[config.mk]
export PLATFORM = sky130hd
export DESIGN_NAME = pipe_stage_reg
export DESIGN_NICKNAME = d
export VERILOG_FILES = /design/src/rtl/pipe_stage_reg_pkg.sv /design/src/rtl/pipe_sat_counter.sv /design/src/rtl/pipe_stage_reg.sv
export SDC_FILE = /design/constraint.sdc
export NUM_CORES = 1
export LEC_CHECK = 0
export BUFFER_PORTS_ARGS = -buffer_cell sky130_fd_sc_hd__buf_2
export CAP_MARGIN = 20
export CORE_ASPECT_RATIO = 0.9
export CORE_UTILIZATION = 47
export DETAILED_ROUTE_END_ITERATION = 6
export PLACE_DENSITY = 0.8
export REMOVE_ABC_BUFFERS = 1
export SYNTH_ARGS = -nofsm -noshare
export SYNTH_HDL_FRONTEND = slang
export SYNTH_SLANG_ARGS = --single-unit
[constraint.sdc]
create_clock -name clk -period 4 [get_ports clk]
set_input_delay 0.2 -clock clk [delete_from_list [all_inputs] [get_ports clk]]
set_output_delay 0.2 -clock clk [all_outputs]
set_load 0.1 [all_outputs]
[src/rtl/pipe_stage_reg_pkg.sv]
// Shared pipeline constants: enable levels, zero payload, payload width, stage indices.
package pipe_stage_reg_pkg;

   localparam logic Enable  = 1'b1;
   localparam logic Disable = 1'b0;

   localparam int unsigned PipePayloadW = 102;
   localparam logic [PipePayloadW-1:0] ZeroWord = '0;

   // Bit positions in the shared stall-controller vector
   localparam int unsigned StageIF  = 0;
   localparam int unsigned StageID  = 1;
   localparam int unsigned StageEX  = 2;
   localparam int unsigned StageMEM = 3;
   localparam int unsigned StageWB  = 4;

endpackage

[src/rtl/pipe_sat_counter.sv]
// Saturating up-counter; counts while inc is high, sticks at all-ones, cleared only by rst.
module pipe_sat_counter #(
   parameter int unsigned CNT_W = 16
) (
   input  logic             clk,
   input  logic             rst,
   input  logic             inc,
   output logic [CNT_W-1:0] count
);

   always_ff @(posedge clk or posedge rst) begin
      if (rst) begin
         count <= '0;
      end else if (inc && (count != '1)) begin
         count <= count + CNT_W'(1);
      end
   end

endmodule

[src/rtl/pipe_stage_reg.sv]
// Pipeline-stage register with valid/ready handshake, rdy freeze, stall hold, flush and
// bubble counter. Define PIPE_STAGE_SKID_EN to add a second (skid) entry.
module pipe_stage_reg
   import pipe_stage_reg_pkg::*;
#(
   parameter int unsigned DATA_W  = PipePayloadW,
   parameter int unsigned STALL_W = 6,
   parameter int unsigned STAGE   = StageEX,
   parameter int unsigned CNT_W   = 16
) (
   input  logic               clk,
   input  logic               rst,
   input  logic               rdy,
   input  logic [STALL_W-1:0] stall_ctrler,
   input  logic               flush,
   input  logic               in_valid,
   input  logic [DATA_W-1:0]  in_data,
   output logic               in_ready,
   output logic               out_valid,
   output logic [DATA_W-1:0]  out_data,
   input  logic               out_ready,
   output logic [1:0]         occupancy,
   output logic [CNT_W-1:0]   bubble_cnt
);

   logic              hold;
   logic              in_fire;
   logic              out_fire;
   logic              main_valid;
   logic              main_valid_d;
   logic [DATA_W-1:0] main_data;
   logic [DATA_W-1:0] main_data_d;

   assign hold     = stall_ctrler[STAGE];
   assign out_fire = main_valid & out_ready & rdy & ~flush;
   assign in_fire  = in_valid & in_ready;

`ifdef PIPE_STAGE_SKID_EN
   logic              skid_valid;
   logic              skid_valid_d;
   logic [DATA_W-1:0] skid_data;
   logic [DATA_W-1:0] skid_data_d;

   // Ready depends only on local state, breaking the combinational out_ready path
   assign in_ready = ~skid_valid & ~hold & ~flush & rdy & ~rst;

   always_comb begin
      main_valid_d = main_valid;
      main_data_d  = main_data;
      skid_valid_d = skid_valid;
      skid_data_d  = skid_data;
      if (flush) begin
         main_valid_d = Disable;
         main_data_d  = '0;
         skid_valid_d = Disable;
         skid_data_d  = '0;
      end else if (out_fire) begin
         if (skid_valid) begin
            main_valid_d = Enable;
            main_data_d  = skid_data;
            skid_valid_d = Disable;
            skid_data_d  = '0;
         end else if (in_fire) begin
            main_valid_d = Enable;
            main_data_d  = in_data;
         end else begin
            main_valid_d = Disable;
            main_data_d  = '0;
         end
      end else if (in_fire) begin
         if (!main_valid) begin
            main_valid_d = Enable;
            main_data_d  = in_data;
         end else begin
            skid_valid_d = Enable;
            skid_data_d  = in_data;
         end
      end
   end

   always_ff @(posedge clk or posedge rst) begin
      if (rst) begin
         main_valid <= Disable;
         main_data  <= '0;
         skid_valid <= Disable;
         skid_data  <= '0;
      end else if (rdy) begin
         main_valid <= main_valid_d;
         main_data  <= main_data_d;
         skid_valid <= skid_valid_d;
         skid_data  <= skid_data_d;
      end
   end

   assign occupancy = 2'(main_valid) + 2'(skid_valid);
`else
   assign in_ready = (~main_valid | out_ready) & ~hold & ~flush & rdy & ~rst;

   always_comb begin
      main_valid_d = main_valid;
      main_data_d  = main_data;
      if (flush) begin
         main_valid_d = Disable;
         main_data_d  = '0;
      end else if (in_fire) begin
         main_valid_d = Enable;
         main_data_d  = in_data;
      end else if (out_fire) begin
         main_valid_d = Disable;
         main_data_d  = '0;
      end
   end

   always_ff @(posedge clk or posedge rst) begin
      if (rst) begin
         main_valid <= Disable;
         main_data  <= '0;
      end else if (rdy) begin
         main_valid <= main_valid_d;
         main_data  <= main_data_d;
      end
   end

   assign occupancy = {1'b0, main_valid};
`endif

   assign out_valid = main_valid;
   assign out_data  = main_valid ? main_data : '0;

   pipe_sat_counter #(
      .CNT_W(CNT_W)
   ) u_bubble_cnt (
      .clk  (clk),
      .rst  (rst),
      .inc  (rdy & ~main_valid),
      .count(bubble_cnt)
   );

endmodule

Yosys cells after proc, flatten, opt, wreduce, memory -nomap -nowiden
Cells that the tools add are included.

$add $sub $neg: 1. Equal/unequal tests: 1. Multiplexer cells: 7. Bitwise operators: 14. Reduce and logical (&&, ||, !) cells: 3.

Operators with widths (number): 102-bit two-way mux (4); 16-bit by 1-bit adder with 16-bit output (second input constant) (1); 16-bit != test (second input constant) (1); 1-bit bitwise AND (9); 1-bit inverter (4); 1-bit two-way mux (3); 3-bit nonzero test (1); 2-bit AND reduction (1); 1-bit logical AND (1); 1-bit bitwise OR (1).

Logic and storage cells: 29. Input bits: 114. Output and inout bits: 122. Register bits after elaboration: 119.

Logic depth before layout (Yosys ltp)
Gate-level depths: netlist of the first run.

Depth after elaboration: 9. Depth in mapped cells: 6. Gate-level depth less buffers: 5.

By module
Synthesis of the first run repeated with hierarchy kept, for this count alone.

Cell total of the unflattened synthesis: 777. Area total of the unflattened synthesis: 7044.3 sq um.

By module, submodules not included: pipe_stage_reg (sequential area each 2577.5 sq um, cells each 706, area an instance 6238.5 sq um, times used 1); pipe_sat_counter (sequential area each 400.4 sq um, cells each 71, area an instance 805.8 sq um, times used 1).

Worst setup path after synthesis of the first run
Ideal clock, no wire load.

Kind: register to output. Start point: register main_valid (netlist: out_valid). End point: output in_ready. Arrival time: 2.864 ns. Buffers on the path: 3. Setup slack: 0.936 ns. Cell stages (with the launch flop): 5. Data required time: 3.800 ns. Cells stage by stage: dfrtp_1 > clkbuf_1 > clkbuf_1 > clkbuf_1 > a21oi_1.

Cells in the longest elaborated chain, start to end: 6.

RTL lines: from (decl) (line pipe_stage_reg.sv:29) `logic main_valid;`; from (signal assigned) (line pipe_stage_reg.sv:116) `main_valid <= Disable;`; from (signal assigned) (line pipe_stage_reg.sv:119) `main_valid <= main_valid_d;`; 1-bit inverter (line pipe_stage_reg.sv:97) `assign in_ready = (~main_valid | out_ready) & ~hold & ~flush & rdy & ~rst;`; 1-bit bitwise OR (line pipe_stage_reg.sv:97); 1-bit bitwise AND (4 in series) (line pipe_stage_reg.sv:97); to (decl) (line pipe_stage_reg.sv:18) `output logic in_ready,`.

No other way between the ends.

Final worst setup path of the first run
Start point: input rst. End point: register main_data[20].

Cells in the longest elaborated chain, start to end: 5. Elaborated cells between the ends (all ways): 7. Those cells by class: mux (2); bitwise (3); reduce/logical (2).

RTL lines: from (decl) (line pipe_stage_reg.sv:12) `input logic rst,`; 1-bit inverter (*) (line pipe_stage_reg.sv:97); 1-bit bitwise AND (*) (line pipe_stage_reg.sv:97); 1-bit bitwise AND (*) (line pipe_stage_reg.sv:36) `assign in_fire = in_valid & in_ready;`; 3-bit nonzero test (no source line) / 102-bit two-way mux (equally long branches); 2-bit AND reduction (no source line) / 102-bit two-way mux (equally long branches); to (signal assigned) (line pipe_stage_reg.sv:120) `main_data <= main_data_d;`; to (decl) (line pipe_stage_reg.sv:31) `logic [DATA_W-1:0] main_data;`.

Mark *: on every way between the ends. The rest lies on a longest branch, timed or not. A chain may end at the register's enable or synchronous reset.

==> reports/metrics.cfg, run 1 <==
[outcome]
status = complete, but fails checks
violations = design-rule violations

[timing]
finalCriticalPeriod_ns = 2.58
setup_tns_ns = 0
setup_violations = 0
fmax_ghz = 0.388
rsz0062_at_grt = no
tightest_slew_ns = 1.08
relSlewSlack = 0.278
hold_viol = 0
skew_ns = 0.0116
timing.hold.ws_ns = 0.0283
min_period_over_period = 0.644
slew_violations = 0

[grt]
grt_max_degree = 108
grt.overflow.total = 0
grt.busiest_layer = met2
track_usage = 0.228
use_met1 = 0.318
grt_pass1_vias = 3975
antenna_found_initial = 1
gr-usage-met2 = 0.368
met3_usage = 0.0527
grt_pass1_wl_mm = 20.3

[logic_synthesis]
yosysSeqAreaShare = 0.580
synth_top_area_share = 0.580
synth_ff_type = dfrtp_1
synth_cell_types = 30
synth_cells = 427
synth_area_leaders = dfrtp_1 58%, a22o_1 17%, and2_1 13%
ys_ff_latch = 119
synth_edf_count = 0
avgSynthCellArea_um2 = 12.0
synthArstFlopShare = 1.00
ys_warn_count = 0
netlist_area_um2 = 5130
synth_top_area_cell = dfrtp_1

[die]
die_w_um = 112
io_pins = 236
die_y_um = 101
rows = 35
start_util = 0.493
dieArea_um2 = 11300
core_um2 = 10400

[cts]
root_buffer = clkbuf_16
cts_max_level = 4
path_clk_slew_ns = 0.06
cts_made_buffers = 17
post_cts_buffers = 0
cts_tree = built
ctsHoldBuffers = 1
clock_path_buffers = 2
cts_resized = 0
clk_latency_ns = 0.39
clock_sinks = 119

[power]
power_mw = 3.36
p_comb_frac = 0.174
power_leakage_nw = 3.84
peakVddDrop_v = 0.000607
internal_power_mw = 2.30
p_switching_mw = 1.06
clkPwrFrac = 0.423
p_seq_frac = 0.403
power_density_nw_per_um2 = 485
switching_share = 0.317

[finish]
final_layout_size_suffix_gt1_frac = 0.412
area_delta_synth_final_pct = 34.9
final_core_util = 0.664
antenna_cells = 0
nNetsFinal = 757
final_cells = 784

[worst_setup_path]
r2r_start = out_valid
crit_arrival_ns = 2.89
worstPathRequired_ns = 4.31
ff2ff_setup_slack_ns = 1.84
critPathLaunch = rst
reg2regPathDepth = 5
rr_endpoint = u_bubble_cnt.count[13]
path_max_fanout = 103
worstSetupStartpointType = input port
criticalPathCategory = in -> reg
endpoint_kind = flop

[placement]
place.gp.congestion = 0.869
dpl.hpwl_mm = 8.66
dpl.cell_count = 751
port_buffers = 229

[job]
max_cap_violations = 0

[routing]
vias = 4153
drt_wl_total_mm = 12.9
wl_per_cell_um = 16.5
vias_per_cell = 5.30
drc_errors = 16
dr.pass1.iters = 7
drtAntennaViolNets = 0
drt_iter0_drc = 265

[min_path]
hp-start = in_data[15]
holdPathStages = 2
min_to = main_data[15]
hold_class = in -> reg

[flip-flops by register name, indices dropped and copies added (netlist names)]
| register | count |
|---|---|
| main_data | 102 |
| out_valid | 1 |
| u_bubble_cnt.count | 16 |
[metrics by stage]
stage	setup WS (ns)	area, um2
final	1.42	6920
after global routing	1.34	6920
after CTS	1.46	6920
after detailed placement	1.57	6360
after global placement	1.66	6330
after floorplan	-5.38	4960
[cells in the mapped netlist, drive strengths merged, types with 3 or more instances]
| cell | number |
|---|---|
| a21oi | 3 |
| and2 | 103 |
| nand4 | 4 |
| nor2 | 4 |
| a22o | 102 |
| dfrtp | 119 |
| o2111ai | 3 |
| clkbuf | 19 |
| o21ai | 4 |
| buf | 20 |
| inv | 4 |
| o211ai | 6 |
| and3 | 5 |
| xnor2 | 13 |
[critical path: stages]
cell and delay (ns):
dlygate4sd3_1 0.54, buf_2 0.14, or4b_1 0.54, a211oi_4 0.26, buf_4 0.82, a22o_1 0.28
[power groups by stage]
| stage | sequential (mW) | combinational (mW) | clock, mW |
|---|---|---|---|
| 6_report | 1.35 | 0.585 | 1.42 |
| 5_1_grt | 1.37 | 0.617 | 1.51 |
| 4_1_cts | 1.35 | 0.591 | 1.45 |
| 3_5_place_dp | 1.37 | 0.590 | 0 |
| 3_3_place_gp | 1.37 | 0.576 | 0 |
| 2_1_floorplan | 1.60 | 0.200 | 0 |
[cells in the final DEF (no fill, tap or decap), types with 5 or more instances in the layout]
| cell type | synthesis | layout |
|---|---|---|
| buf_2 | 17 | 229 |
| dfrtp_1 | 119 | 118 |
| and2_1 | 103 | 103 |
| a22o_1 | 102 | 102 |
| clkbuf_16 | 0 | 17 |
| xnor2_1 | 13 | 13 |
| o211ai_1 | 6 | 6 |
| and3_1 | 5 | 5 |
[routing by layer]
layer | part of all wire | vias to the layer above
li1 | - | 1966
met5 | 0 | -
met1 | 0.45 | 2037
met3 | 0.062 | 4
met4 | 0.0035 | 0
met2 | 0.48 | 146
[cells by family after synthesis]
family	count (synthesis)	synth area share
and+or+nand+nor	127	0.153
xor gates and xnor gates	13	0.0222
buffers and inverters	43	0.0370
adders and majority gates	1	0.00244
muxes	2	0.00439
other	1	0.000730
AOI/OAI and AO/OA	121	0.200
DFF	119	0.580
[how the worst max path moves through the flow]
| stage | to | cells after the start | slack [ns] |
|---|---|---|---|
| 4_1_cts | main_data[89] | 6 | 1.46 |
| 3_3_place_gp | main_data[79] | 5 | 1.66 |
| 6_report | main_data[20] | 6 | 1.42 |
| 5_1_grt | main_data[20] | 6 | 1.34 |
| 2_1_floorplan | main_data[0] | 3 | -5.38 |
| 3_5_place_dp | main_data[89] | 5 | 1.57 |
[final cells by class]
cell class	instances	area, um2
sequential	119	2980
multi-input combinational	265	1980
timing repair buffer	235	1230
inverter	4	17.5
tap	129	161
fill	805	3500
clock buffer	19	433
clock inverter	13	123
No activity file was read; power rests on OpenSTA's default activity.
==> run 2: changes to the inputs <==
--- a/config.mk
+++ b/config.mk
@@ -8,9 +8,9 @@
 export BUFFER_PORTS_ARGS = -buffer_cell sky130_fd_sc_hd__buf_2
 export CAP_MARGIN = 20
 export CORE_ASPECT_RATIO = 0.9
-export CORE_UTILIZATION = 47
+export CORE_UTILIZATION = 42
 export DETAILED_ROUTE_END_ITERATION = 6
-export PLACE_DENSITY = 0.8
+export PLACE_DENSITY = 0.76
 export REMOVE_ABC_BUFFERS = 1
 export SYNTH_ARGS = -nofsm -noshare
 export SYNTH_HDL_FRONTEND = slang
==> constraint.sdc (replaced) <==
create_clock -name clk -period 2.1 [get_ports clk]
set_input_delay 0.105 -clock clk [delete_from_list [all_inputs] [get_ports clk]]
set_output_delay 0.105 -clock clk [all_outputs]
set_load 0.1 [all_outputs]
==> run 2 against run 1 <==
Against the previous run:
- the flow now finishes without violations
- global-route usage is 2.7 points higher
- worst hold slack improved by 0.036 ns
- critical path depth decreased by 1
- wire length rose by 24%
- non-clock buffer count up 111
- flip-flop and latch count did not move
- die area up 12%
- register-to-register slack got worse by 1.7 ns
- count of clock-buffer cells in the layout up 4
- clock power grew 100%
- via count is 16% higher
==> reports/metrics.cfg, run 2 (same netlist as run 1, synthesis figures left out) <==
[cts]
clk_latency_ns = 0.42  ; +0.03 ns
clock_sinks = 119  ; unchanged
path_clk_slew_ns = 0.05  ; about the same
cts_made_buffers = 17  ; unchanged
cts_tree = built
clock_path_buffers = 2  ; unchanged
cts_max_level = 4  ; unchanged
root_buffer = clkbuf_16

[routing]
drt_iter0_drc = 210  ; -21%
drtAntennaViolNets = 0  ; unchanged
vias_per_cell = 5.22  ; -1.5%
wl_per_cell_um = 17.4  ; +5.3%
dr.pass1.iters = 4  ; -3
drc_errors = 0  ; -16
vias = 4811  ; +16%
drt_wl_total_mm = 16.0  ; +24%

[grt]
grt_pass1_vias = 5085  ; +28%
antenna_found_initial = 0  ; -1
grt_max_degree = 56  ; -48%
grt_pass1_wl_mm = 25.1  ; +24%
track_usage = 0.255  ; +0.0273
grt.overflow.total = 0  ; unchanged

[power]
power_mw = 6.75  ; +100%
power_leakage_nw = 4.31  ; +12%
peakVddDrop_v = 0.000884  ; +46%
power_density_nw_per_um2 = 813  ; +68%

[outcome]
status = finished, final reports clean

[timing]
tightest_slew_ns = 0.567  ; -0.517 ns
relSlewSlack = 0.619  ; +0.341
setup_ws_ns = 0.0851  ; -1.34 ns
setup_violations = 0  ; unchanged
slew_violations = 0  ; unchanged
min_period_over_period = 0.959
skew_ns = 0.00412  ; -0.00744 ns
fmax_ghz = 0.496
finalCriticalPeriod_ns = 2.01
hold_viol = 0  ; unchanged
rsz0062_at_grt = no

[worst_setup_path]
ff2ff_setup_slack_ns = 0.11  ; -1.73 ns
crit_arrival_ns = 1.91  ; -0.98 ns
worstPathRequired_ns = 2.00  ; -2.31 ns
worstSetupStartpointType = input port
endpoint_kind = output port
path_max_fanout = 2  ; -98%
criticalPathCategory = in -> out

[finish]
area_delta_synth_final_pct = 61.7
fill_cells = 754  ; -6.3%
antenna_cells = 0  ; unchanged
layout_commonest_cell = buf_2
largest_reg_flops = 102  ; unchanged
layout_common_cells = 156 x buf_2, 118 x dfrtp_1, 103 x and2_1, 103 x dlygate4sd3_1, 102 x a22o_1
final_cells = 922  ; +18%
top_register = main_data
nNetsFinal = 868  ; +15%
final_layout_size_suffix_gt1_frac = 0.364  ; -0.0480

[die]
io_pins = 236  ; unchanged
die_w_um = 119  ; +5.7%
dieArea_um2 = 12700  ; +12%
start_util = 0.440  ; -0.0525
core_um2 = 11700  ; +12%
die_y_um = 107  ; +5.7%
rows = 37  ; +5.7%

[placement]
dpl.hpwl_mm = 8.70  ; +0.42%
dpl.cell_count = 787  ; +4.8%
port_buffers = 229  ; unchanged
place.gp.congestion = 0.773  ; -11%
preCtsSetupSlack_ns = 0.140  ; -1.43 ns

[job]
max_cap_violations = 0  ; unchanged

[min_path]
hold_class = in -> reg

run 2: critical path, cell delays in order:
cell	delay (ns)
dlygate4sd3_1	0.54
buf_2	0.14
or4b_1	0.53
a21oi_1	0.15
buf_2	0.44
run 2: timing repair:
action	4_1_cts	5_1_grt
pin swaps	0	0
hold endpoints to repair	125	0
hold buffers	103	0
cloned	0	0
setup buffers	0	0
endpoints found under the setup margin	75	69
resized for setup	49	27
run 2: cell type report:
cell class,count,area (um2),area share
sequential,119,2980,0.359
multi-input combinational,265,1980,0.239
timing repair buffer,346,2530,0.305
tap,156,195,0.0235
clock buffer,23,488,0.0588
inverter,4,17.5,0.00211
clock inverter,9,97.6,0.0118
run 2: stage by stage:
stage	utilization	hold slack [ns]	setup TNS, ns	instance area, um2
after floorplan	-	0.245	-1062.65	4960
after global placement	0.556	0.111	0	6490
after detailed placement	0.556	0.120	0	6490
after CTS	0.705	0.0506	0	8230
after global routing	0.711	0.0916	0	8300
final	0.711	0.0648	0	8300
run 2: per-layer routing:
metal,GRT usage,share of wire,up-vias,wire length (um)
li1,-,-,2182,-
met1,0.304,0.40,2369,6450
met2,0.428,0.50,218,8040
met3,0.0676,0.061,42,974
met4,0.130,0.033,0,529
met5,0,0,-,0
run 2: final timing paths:
check | depth (start not counted) | start | to
min reg2reg | 1 | main_data[91] | main_data[91]
max | 5 | rst | in_ready
max reg2reg | 5 | u_bubble_cnt.count[0] | u_bubble_cnt.count[1]
max in group asynchronous | 4 | rst | main_data[17]
min in group asynchronous | 3 | rst | u_bubble_cnt.count[14]
min | 3 | rdy | out_valid
run 2: where the power goes:
part           leakage [nW]  total (mW)  internal (mW)  switching [mW]
registers              1.63        2.59           2.45           0.144
clock network         0.292        2.85           1.86           0.998
logic                  2.39        1.31          0.427           0.879
total                  4.31        6.75           4.73            2.02
